===== src/rtl/f_d_reg_pkg.sv =====
// Shared Y86-64 definitions: instruction codes, status codes and the
// decode-stage register layout used by the fetch/decode boundary.
package f_d_reg_pkg;

  localparam logic [3:0] IHALT   = 4'h0;
  localparam logic [3:0] INOP    = 4'h1;
  localparam logic [3:0] IRRMOVQ = 4'h2;
  localparam logic [3:0] IIRMOVQ = 4'h3;
  localparam logic [3:0] IRMMOVQ = 4'h4;
  localparam logic [3:0] IMRMOVQ = 4'h5;
  localparam logic [3:0] IOPQ    = 4'h6;
  localparam logic [3:0] IJXX    = 4'h7;
  localparam logic [3:0] ICALL   = 4'h8;
  localparam logic [3:0] IRET    = 4'h9;
  localparam logic [3:0] IPUSHQ  = 4'hA;
  localparam logic [3:0] IPOPQ   = 4'hB;

  localparam logic [3:0] RNONE   = 4'hF;

  localparam logic [2:0] SAOK    = 3'd1;
  localparam logic [2:0] SADR    = 3'd2;
  localparam logic [2:0] SINS    = 3'd3;
  localparam logic [2:0] SHLT    = 3'd4;

  localparam logic [31:0] CNT_MAX = 32'hFFFF_FFFF;

  typedef struct packed {
    logic [3:0]  icode;
    logic [3:0]  ifun;
    logic [3:0]  ra;
    logic [3:0]  rb;
    logic [63:0] val_c;
    logic [63:0] val_p;
    logic [2:0]  stat;
  } d_reg_t;

  // Contents of an empty decode slot: a NOP that names no registers.
  localparam d_reg_t D_BUBBLE = '{
    icode: INOP,
    ifun:  4'h0,
    ra:    RNONE,
    rb:    RNONE,
    val_c: 64'h0,
    val_p: 64'h0,
    stat:  SAOK
  };

endpackage


===== src/rtl/f_d_reg_select_pc.sv =====
// Fetch PC selection: a mispredicted jump redirects first, then a return
// address from write-back, otherwise the predicted PC.
module select_pc
  import f_d_reg_pkg::*;
(
  input  logic [3:0]  m_icode,
  input  logic        m_cnd,
  input  logic [63:0] m_val_a,
  input  logic [3:0]  w_icode,
  input  logic [63:0] w_val_m,
  input  logic [63:0] pred_pc,
  output logic [63:0] pc
);

  // NOTE: assign a default before any branch so no path leaves pc unassigned
  // and a latch cannot be inferred.
  always_comb begin
    pc = pred_pc;
    if (m_icode == IJXX && !m_cnd) begin
      pc = m_val_a;
    end else if (w_icode == IRET) begin
      pc = w_val_m;
    end
  end

endmodule


===== src/rtl/f_d_reg.sv =====
// Fetch/decode pipeline boundary: predicted-PC register, decode register with
// stall/bubble control, accepted-instruction counter and control-error flag.
module f_d_reg
  import f_d_reg_pkg::*;
(
  input  logic        clk_i,
  input  logic        rst_i,
  input  logic [63:0] f_predPC_i,
  input  logic [3:0]  f_icode_i,
  input  logic [3:0]  f_ifun_i,
  input  logic [3:0]  f_rA_i,
  input  logic [3:0]  f_rB_i,
  input  logic [63:0] f_valC_i,
  input  logic [63:0] f_valP_i,
  input  logic [2:0]  f_stat_i,
  input  logic [3:0]  M_icode_i,
  input  logic        M_Cnd_i,
  input  logic [63:0] M_valA_i,
  input  logic [3:0]  W_icode_i,
  input  logic [63:0] W_valM_i,
  input  logic        F_stall_i,
  input  logic        D_stall_i,
  input  logic        D_bubble_i,
  output logic [63:0] f_pc_o,
  output logic [3:0]  D_icode_o,
  output logic [3:0]  D_ifun_o,
  output logic [3:0]  D_rA_o,
  output logic [3:0]  D_rB_o,
  output logic [63:0] D_valC_o,
  output logic [63:0] D_valP_o,
  output logic [2:0]  D_stat_o,
  output logic [31:0] fetch_cnt_o,
  output logic        ctrl_err_o
);

  logic [63:0] pred_pc_q;
  d_reg_t      d_q;
  d_reg_t      f_fields;
  logic [31:0] fetch_cnt_q;
  logic        ctrl_err_q;
  logic        normal_load;

  assign f_fields = '{
    icode: f_icode_i,
    ifun:  f_ifun_i,
    ra:    f_rA_i,
    rb:    f_rB_i,
    val_c: f_valC_i,
    val_p: f_valP_i,
    stat:  f_stat_i
  };

  // Stall wins over bubble, so a normal load needs both controls low.
  assign normal_load = !D_stall_i && !D_bubble_i;

  select_pc u_select_pc (
    .m_icode (M_icode_i),
    .m_cnd   (M_Cnd_i),
    .m_val_a (M_valA_i),
    .w_icode (W_icode_i),
    .w_val_m (W_valM_i),
    .pred_pc (pred_pc_q),
    .pc      (f_pc_o)
  );

  // NOTE: sequential state uses non-blocking assignments so every register
  // samples pre-edge values regardless of statement order.
  always_ff @(posedge clk_i or posedge rst_i) begin
    if (rst_i) begin
      pred_pc_q   <= 64'h0;
      d_q         <= D_BUBBLE;
      fetch_cnt_q <= 32'h0;
      ctrl_err_q  <= 1'b0;
    end else begin
      if (!F_stall_i) begin
        pred_pc_q <= f_predPC_i;
      end

      if (normal_load) begin
        d_q <= f_fields;
      end else if (!D_stall_i) begin
        d_q <= D_BUBBLE;
      end

      if (normal_load && f_icode_i != INOP && fetch_cnt_q != CNT_MAX) begin
        fetch_cnt_q <= fetch_cnt_q + 32'd1;
      end

      if (D_stall_i && D_bubble_i) begin
        ctrl_err_q <= 1'b1;
      end
    end
  end

  assign D_icode_o   = d_q.icode;
  assign D_ifun_o    = d_q.ifun;
  assign D_rA_o      = d_q.ra;
  assign D_rB_o      = d_q.rb;
  assign D_valC_o    = d_q.val_c;
  assign D_valP_o    = d_q.val_p;
  assign D_stat_o    = d_q.stat;
  assign fetch_cnt_o = fetch_cnt_q;
  assign ctrl_err_o  = ctrl_err_q;

endmodule


===== config.mk =====
export PLATFORM = sky130hd
export DESIGN_NAME = f_d_reg
export DESIGN_NICKNAME = d
export VERILOG_FILES = /design/src/rtl/f_d_reg_pkg.sv /design/src/rtl/f_d_reg_select_pc.sv /design/src/rtl/f_d_reg.sv
export SDC_FILE = /design/constraint.sdc
export NUM_CORES = 1
export LEC_CHECK = 0
export CAP_MARGIN = 20
export CORE_AREA = 2 2 235 237
export DETAILED_ROUTE_END_ITERATION = 7
export DIE_AREA = 0 0 237 239
export PLACE_DENSITY = 0.54
export SKIP_CTS_REPAIR_TIMING = 1
export SYNTH_ARGS = -nofsm -noshare
export SYNTH_HDL_FRONTEND = slang
export SYNTH_SLANG_ARGS = --single-unit

===== constraint.sdc =====
create_clock -name clk_i -period 7.5 [get_ports clk_i]
set_input_delay 0.75 -clock clk_i [delete_from_list [all_inputs] [get_ports clk_i]]
set_output_delay 0.75 -clock clk_i [all_outputs]
set_load 0.005 [all_outputs]

==> metrics.txt, run 1 <==
static leakage power=7.40 nW; origin of the worst min-delay path=D_icode_o[0]$_DFFE_PP1P_; leading cell type in the layout, fill and taps excluded=sky130_fd_sc_hd__clkdlybuf4s50_1; top-level port count=597; GPL Wtd Cong=0.824; grt ovf=0; H-Tree Depth=1; DR vias=9,079; commonest cells after routing, fill and taps aside=594 x sky130_fd_sc_hd__clkdlybuf4s50_1, 234 x sky130_fd_sc_hd__dfrtp_1, 137 x sky130_fd_sc_hd__a22o_1; f_max=0.235 GHz; drt pass-1 iters=4; final design area excluding fillers=0.0181 mm2; count of endpoints failing hold in the final timing report=0; slack of the worst reg-to-reg path=4.92 ns; Arrival @ worst endpoint=3.51 ns; Root Driver=sky130_fd_sc_hd__clkbuf_16; post-synthesis average cell area=12.3 um2; Crit path largest cell delay=0.63 ns; library cell contributing the largest single delay on the critical path=sky130_fd_sc_hd__buf_4; setup repair after global routing missed its margin=false; number of distinct library cells after synthesis=36; largest net degree at the start of global routing=143; Total Nets Final=1,770; Worst Hold Path Cells=2; First DRT Iteration DRCs=332; Pwr Total=3.67 mW; final critical-path share of the clock period=56.8%; minimum clock period=4.26 ns; post-detailed-placement half-perimeter wirelength=29.2 mm; post-detailed-placement cell area=0.0171 mm2; CP required=6.75 ns; die extent in x=237 um; Post-synth EDFFs=0; terminating pin of the worst hold path=D_icode_o[0]$_DFFE_PP1P_; Final Hold Slack=0.475 ns; cell breakdown of the critical path=clkdlybuf4s50_1 -> nor4bb_4 -> buf_4 -> buf_4 -> mux2i_1 -> a21oi_1 -> clkdlybuf4s50_1; maximum fanout encountered on the critical timing path=42; GRT Util Overall=13.3%; number of setup violations in the final report=0; worst setup path category=in -> out; clock latency of the later-clocked register in the worst-skew pair=0.57 ns; number of rows created at floorplan=86; run status=completed; cell area after synthesis=0.0104 mm2; type of element launching the critical path=input port; start point of the critical path=W_icode_i[2]; via count of the first global-routing pass=9,603; global-route wire length before repair=58.7 mm; flip-flop and latch count after synthesis=244; CTS tree=done; count of synthesis-stage warnings from yosys=0; Register-to-Register Path Depth=5; storage element area=0.00612 mm2; post-route ant nets=0; antenna violations before repair=9; reg-to-reg startpoint=fetch_cnt_o[0]$_DFFE_PP0P_; layout filler cell count=5,452; number of sinks on the clock net=244; area of the multi-input gates=0.00404 mm2; detailed-route wire length=39.9 mm; Clock Path Buffers=3; sort of element at the end of the critical path=output pin; max-cap violations=0; worst-case vdd ir drop=153 uV; die footprint=0.0566 mm2; final core utilization=33.3%; final slew viol count=0; DR vias/cell=4.24; leading cell types by total area after synthesis=sky130_fd_sc_hd__dfrtp_1 56%, sky130_fd_sc_hd__a22o_1 12%, sky130_fd_sc_hd__mux2_2 7.0%; synthesis-to-finish area growth=73.8%; Worst Hold Class=reg -> reg; register area share after synthesis=58.8%; count of input and output buffers=596; largest area contributor in the netlist=sky130_fd_sc_hd__dfrtp_1; worst clock skew on the final layout=0.00693 ns; cell count after synthesis=846; actual slew at the worst max-slew pin=1.09 ns; total negative slack=0 ns; detailed-route DRC error count=0; Async SR Flop Fraction=100%; area of the core=0.0543 mm2; worst slew slack as a fraction of its limit=27.1%; portion of synthesized cell area occupied by the leading cell type=56.3%; FF-to-FF End=fetch_cnt_o[1]$_DFFE_PP0P_; die extent in y=239 um; share of layout cells above drive strength 1=9.83%; CTS Buf Count=30; net count after synthesis=1,200; per-cell routed wire length=18.6 um; predominant post-synthesis flop cell=sky130_fd_sc_hd__dfrtp_1; clock transition at the register clock pins on the worst setup and hold paths after CTS=0.06 ns; Initial Util=19.2%; power density over cell area=203 mW/mm2
[sequential cells by signal, indices dropped and copies added (netlist names)]
register     count
fetch_cnt_o     32
pred_pc_q       64
D_valP_o        64
D_rB_o           4
D_icode_o        4
D_rA_o           4
ctrl_err_o       1
D_valC_o        64
D_stat_o         3
D_ifun_o         4
[worst max-delay path: cells and delay by family]
kind	cells	cell delay (ns)
AO/OA/AOI/OAI	1	0.19
buffers and inverters	4	2.05
multiplexers	1	0.16
AND/OR/NAND/NOR	1	0.28
[power by group]
part | internal [mW] | switching [mW] | total (mW)
Clock | 0.870 | 0.577 | 1.45
Sequential | 1.43 | 0.0786 | 1.51
Combinational | 0.476 | 0.234 | 0.710
[synthesized netlist by cell type (all sizes together), types with 10 or more instances]
library cell and n:
xnor2 17, a21oi 64, nor2 83, mux2 65
nor3 10, nand4 11, buf 16, o21ai 10
dfstp 10, dfrtp 234, a22o 137, nand3 10
nand2 27, clkbuf 50, xor2 14, mux2i 64
[area by class of cell]
class	instances	share of cell area (%)
Sequential cell	244	33.8
Inverter	3	0.104
Clock inverter	3	0.242
Multi-Input combinational cell	533	22.3
Clock buffer	48	5.14
Tap cell	704	4.87
Timing Repair Buffer	604	33.4
Antenna cell	3	0.0415
[kinds of logic after synthesis]
| kind of cell | after synthesis | share of synthesized area, % |
|---|---|---|
| AOI/OAI and AO/OA | 215 | 15.6 |
| and+or+nand+nor | 157 | 7.04 |
| buffers and inverters | 69 | 2.66 |
| xor gates and xnor gates | 31 | 2.61 |
| DFF | 244 | 58.8 |
| adders and majority gates | 1 | 0.120 |
| muxes | 129 | 13.2 |
[worst max path at each step]
stage / slack (ns) / end
5_1_grt: 3.08 / f_pc_o[57]
2_1_floorplan: 0.07 / D_icode_o[1]$_DFFE_PP0P_
4_1_cts: 3.23 / f_pc_o[44]
6_report: 3.24 / f_pc_o[44]
3_3_place_gp: 3.28 / f_pc_o[36]
3_5_place_dp: 3.24 / f_pc_o[35]
[per-layer routing]
| metal | track usage, % | up-vias | share of wire, % |
|---|---|---|---|
| met5 | 0 | - | 0.18 |
| met4 | 4.56 | 10 | 3.1 |
| met3 | 5.23 | 76 | 10 |
| met2 | 22.3 | 426 | 47 |
| met1 | 15.5 | 4353 | 40 |
| li1 | - | 4214 | - |
[per-stage QoR]
stage | worst slack [ns] | instances
finish | 3.24 | 2142
global route | 3.08 | 2140
CTS | 3.23 | 2138
detailed placement | 3.24 | 2087
global placement | 3.28 | 2087
floorplan | 0.0650 | 846
Note: power is estimated with default switching activity, not from simulation.
==> run 2, diff against run 1 <==
Clock period 7.5 ns to 3.74 ns, I/O delays scaled along.
==> metrics.txt, run 2 (same netlist as run 1, synthesis figures left out) <==
run status=completed; power density over cell area=407 mW/mm2; H-Tree Depth=1; First DRT Iteration DRCs=360; Root Driver=sky130_fd_sc_hd__clkbuf_16; via count of the first global-routing pass=9,544; post-detailed-placement half-perimeter wirelength=30.6 mm; grt met1 use=15.1%; worst clock skew on the final layout=0.00692 ns; number of sinks on the clock net=244; die footprint=0.0566 mm2; setup repair after global routing missed its margin=false; largest net degree at the start of global routing=159; Initial Util=19.2%; commonest cells after routing, fill and taps aside=594 x sky130_fd_sc_hd__clkdlybuf4s50_1, 234 x sky130_fd_sc_hd__dfrtp_1, 137 x sky130_fd_sc_hd__a22o_1; drt pass-1 iters=6; minimum clock period=3.16 ns; static leakage power=7.43 nW; GRT met3 Usage=5.36%; Worst Hold Class=in -> async; GPL Wtd Cong=0.777; die extent in x=237 um; number of setup violations in the final report=0; synthesis-to-finish area growth=74.7%; max-cap violations=0; per-cell routed wire length=18.7 um; grt ovf=0; antenna violations before repair=8; CTS Buf Count=29; Arrival @ worst endpoint=2.79 ns; global routing met2 resource utilization=23.4%; area of the core=0.0543 mm2; GRT Util Overall=13.5%; actual slew at the worst max-slew pin=0.826 ns; share of layout cells above drive strength 1=10.4%; clock latency of the later-clocked register in the worst-skew pair=0.56 ns; top-level port count=597; most used cell along the critical path=sky130_fd_sc_hd__clkdlybuf4s50_1; type of element launching the critical path=input port; clock transition at the register clock pins on the worst setup and hold paths after CTS=0.06 ns; total negative slack=0 ns; global-route wire length before repair=59.1 mm; DR vias/cell=4.20; count of input and output buffers=596; DR vias=9,030; detailed-route wire length=40.2 mm; reg-to-reg startpoint=fetch_cnt_o[24]$_DFFE_PP0P_; die extent in y=239 um; count of endpoints failing hold in the final timing report=0; final critical-path share of the clock period=84.6%; Clock Path Buffers=3; Register-to-Register Path Depth=5; CP required=3.37 ns; CTS tree=done; sort of element at the end of the critical path=output pin; cell breakdown of the critical path=clkdlybuf4s50_1 -> nor4bb_1 -> nand2_4 -> buf_4 -> buf_16 -> a21oi_1 -> clkdlybuf4s50_1; Crit path largest cell delay=0.56 ns; worst setup path category=in -> out; maximum fanout encountered on the critical timing path=100; worst-case vdd ir drop=258 uV; f_max=0.316 GHz; Total Nets Final=1,772; number of rows created at floorplan=86; Pwr Total=7.40 mW; leading cell type in the layout, fill and taps excluded=sky130_fd_sc_hd__clkdlybuf4s50_1; slack of the worst reg-to-reg path=1.36 ns; layout filler cell count=5,446; top cell family by delay on the critical path=buffers and inverters; detailed-route DRC error count=0; Buffers & Inverters on Critical Path=4; final slew viol count=0; routing layer with the top usage in global route=met2; worst slew slack as a fraction of its limit=44.9%; FF-to-FF End=fetch_cnt_o[9]$_DFFE_PP0P_; library cell contributing the largest single delay on the critical path=sky130_fd_sc_hd__clkdlybuf4s50_1; post-route ant nets=0
[run 2: where the power goes]
group          leakage, nW  switching [mW]  internal, mW
sequential            3.08           0.161          2.87
combinational         3.87           0.486         0.963
clock                0.485            1.17          1.75
total                 7.43            1.82          5.58
[run 2: routing by layer]
metal  vias to the layer above  part of all wire [%]
met4                         2                   2.1
met3                        51                    10
met5                         -                 0.032
met2                       423                    49
li1                       4220                     -
met1                      4334                    39
[run 2: worst max-delay path by stage]
stage                             from  depth (start not counted)  slack [ns]                        to
final                     M_icode_i[2]                          7        0.58                f_pc_o[29]
after global routing      M_icode_i[2]                          7        0.44                f_pc_o[29]
after CTS                 M_icode_i[2]                          7        0.44                f_pc_o[29]
after detailed placement  M_icode_i[2]                          7        0.44                f_pc_o[29]
after global placement    M_icode_i[2]                          6        0.46                f_pc_o[29]
after floorplan                  rst_i                          1        0.17  D_icode_o[1]$_DFFE_PP0P_
[run 2: area by class of cell]
cell class | instances | area [um2] | share of cell area (%)
Timing Repair Buffer | 607 | 6140 | 33.7
Clock inverter | 14 | 161 | 0.887
Sequential cell | 244 | 6120 | 33.6
Tap cell | 704 | 881 | 4.84
Inverter | 3 | 15.0 | 0.0825
Antenna cell | 4 | 10.0 | 0.0550
Clock buffer | 39 | 823 | 4.53
Multi-Input combinational cell | 533 | 4040 | 22.2
[run 2: stage by stage]
stage / std cells / area (um2) / worst slack, ns / util, % / hold slack, ns
finish: 2148 / 18200 / 0.576 / 33.5 / 0.228
global route: 2148 / 18200 / 0.440 / 33.5 / 0.229
CTS: 2143 / 18200 / 0.440 / 33.4 / 0.210
detailed placement: 2090 / 17200 / 0.439 / 31.6 / 0.475
global placement: 2090 / 17200 / 0.457 / 31.6 / 0.470
floorplan: 846 / 10400 / 0.170 / - / 0.451
==> run 3, diff against run 2 <==
Settings changed: CORE_AREA 2 2 235 237 to 2 2 230 232, DIE_AREA 0 0 237 239 to 0 0 232 234.
Clock period 3.74 ns to 3.15 ns, I/O delays scaled along.
==> metrics.txt, run 3 (same netlist as run 1, synthesis figures left out) <==
via count of the first global-routing pass=9,548; Total Nets Final=1,778; f_max=0.358 GHz; max-cap violations=0; post-route ant nets=0; die extent in y=234 um; worst slew slack as a fraction of its limit=31.5%; cell breakdown of the critical path=clkdlybuf4s50_1 -> nor4bb_4 -> buf_12 -> buf_12 -> mux2i_1 -> a21oi_1 -> clkdlybuf4s50_1; final critical-path setup slack=0.360 ns; power density over cell area=489 mW/mm2; setup repair after global routing missed its margin=false; static leakage power=7.49 nW; number of cells in the finished layout apart from fillers=2,143; First DRT Iteration DRCs=360; CTS tree=done; GPL Wtd Cong=0.800; Crit path largest cell delay=0.48 ns; drt pass-1 iters=7; final critical-path share of the clock period=88.6%; Root Driver=sky130_fd_sc_hd__clkbuf_16; storage element area=0.00612 mm2; grt ovf=0; Initial Util=20.0%; share of layout cells above drive strength 1=11.1%; Arrival @ worst endpoint=2.47 ns; DR vias/cell=4.28; minimum clock period=2.79 ns; worst setup path category=in -> out; die footprint=0.0543 mm2; per-cell routed wire length=19.8 um; post-detailed-placement cell area=0.0172 mm2; Clock Path Buffers=3; worst-case vdd ir drop=436 uV; clock transition at the register clock pins on the worst setup and hold paths after CTS=0.07 ns; detailed-route wire length=42.4 mm; CTS Buf Count=29; commonest cells after routing, fill and taps aside=594 x sky130_fd_sc_hd__clkdlybuf4s50_1, 234 x sky130_fd_sc_hd__dfrtp_1, 137 x sky130_fd_sc_hd__a22o_1; layout filler cell count=5,202; CP required=2.83 ns; Pwr Total=8.93 mW; number of rows created at floorplan=84; die extent in x=232 um; maximum fanout encountered on the critical timing path=30; Buffers & Inverters on Critical Path=4; type of element launching the critical path=input port; count of input and output buffers=596; count of endpoints failing hold in the final timing report=0; area of the multi-input gates=0.00404 mm2; top-level port count=597; detailed-route DRC error count=0; antenna violations before repair=15; sort of element at the end of the critical path=output pin; post-detailed-placement half-perimeter wirelength=32.2 mm; run status=completed; synthesis-to-finish area growth=75.6%; Worst Hold Class=in -> async; actual slew at the worst max-slew pin=1.01 ns; number of setup violations in the final report=0; Final Hold Slack=0.182 ns; final core utilization=35.1%; clock latency of the later-clocked register in the worst-skew pair=0.56 ns; top cell family by delay on the critical path=buffers and inverters; total negative slack=0 ns; DR vias=9,172; largest net degree at the start of global routing=133; H-Tree Depth=1; worst clock skew on the final layout=0.00548 ns; final design area excluding fillers=0.0183 mm2; number of sinks on the clock net=244; final slew viol count=0; GRT Util Overall=14.7%; leading cell type in the layout, fill and taps excluded=sky130_fd_sc_hd__clkdlybuf4s50_1; dpl ws=0.403 ns; area of the core=0.0520 mm2; instance count after placement with tap cells included=2,081; global-route wire length before repair=60.7 mm; library cell contributing the largest single delay on the critical path=sky130_fd_sc_hd__clkdlybuf4s50_1
-- run 3: cell count changes in the layout (fill, tap and decap cells not counted), sizes merged --
cell,previous run,this run
clkinvlp,3,2
clkbuf,39,40
diode,4,8
buf,13,19
clkinv,7,8
-- run 3: final timing paths --
path | from | to | slack, ns | depth (start not counted)
min reg2reg | ctrl_err_o$_DFFE_PP0P_ | ctrl_err_o$_DFFE_PP0P_ | 0.46 | 1
max reg2reg | fetch_cnt_o[0]$_DFFE_PP0P_ | fetch_cnt_o[1]$_DFFE_PP0P_ | 0.57 | 5
min in group clk_i | D_stall_i | D_valP_o[7]$_DFFE_PP0P_ | 0.19 | 2
max | W_icode_i[3] | f_pc_o[59] | 0.36 | 7
max in group asynchronous | rst_i | D_rA_o[0]$_DFFE_PP1P_ | 2.15 | 3
min | rst_i | D_valP_o[23]$_DFFE_PP0P_ | 0.18 | 2
-- run 3: final cells by class --
cell class	instances	share of cell area (%)
tap	688	4.71
antenna	8	0.110
clock buffer	40	4.74
clock inverter	14	0.931
sequential	244	33.5
inverter	3	0.0821
timing repair buffer	613	33.8
multi-input combinational	533	22.1
-- run 3: power by group --
group	internal, mW	leakage, nW	switching [mW]
Combinational	1.15	3.90	0.572
Clock	2.17	0.514	1.43
Sequential	3.41	3.08	0.198
Total	6.73	7.49	2.20
-- run 3: per-layer routing --
layer  global-route usage, %  up-vias  wire length (um)
met4                    5.29       10              1150
met2                    26.1      405             21400
met3                    5.33       67              4130
met5                       0        -                65
met1                    16.2     4448             15700
li1                        -     4242                 -
-- run 3: worst register-to-register path, stage by stage, from the launching register on --
cell and delay, ns:
sky130_fd_sc_hd__dfrtp_1 0.41, sky130_fd_sc_hd__ha_1 0.24, sky130_fd_sc_hd__and4_1 0.25, sky130_fd_sc_hd__and2_0 0.28, sky130_fd_sc_hd__a41oi_1 0.87, sky130_fd_sc_hd__mux2_2 0.42
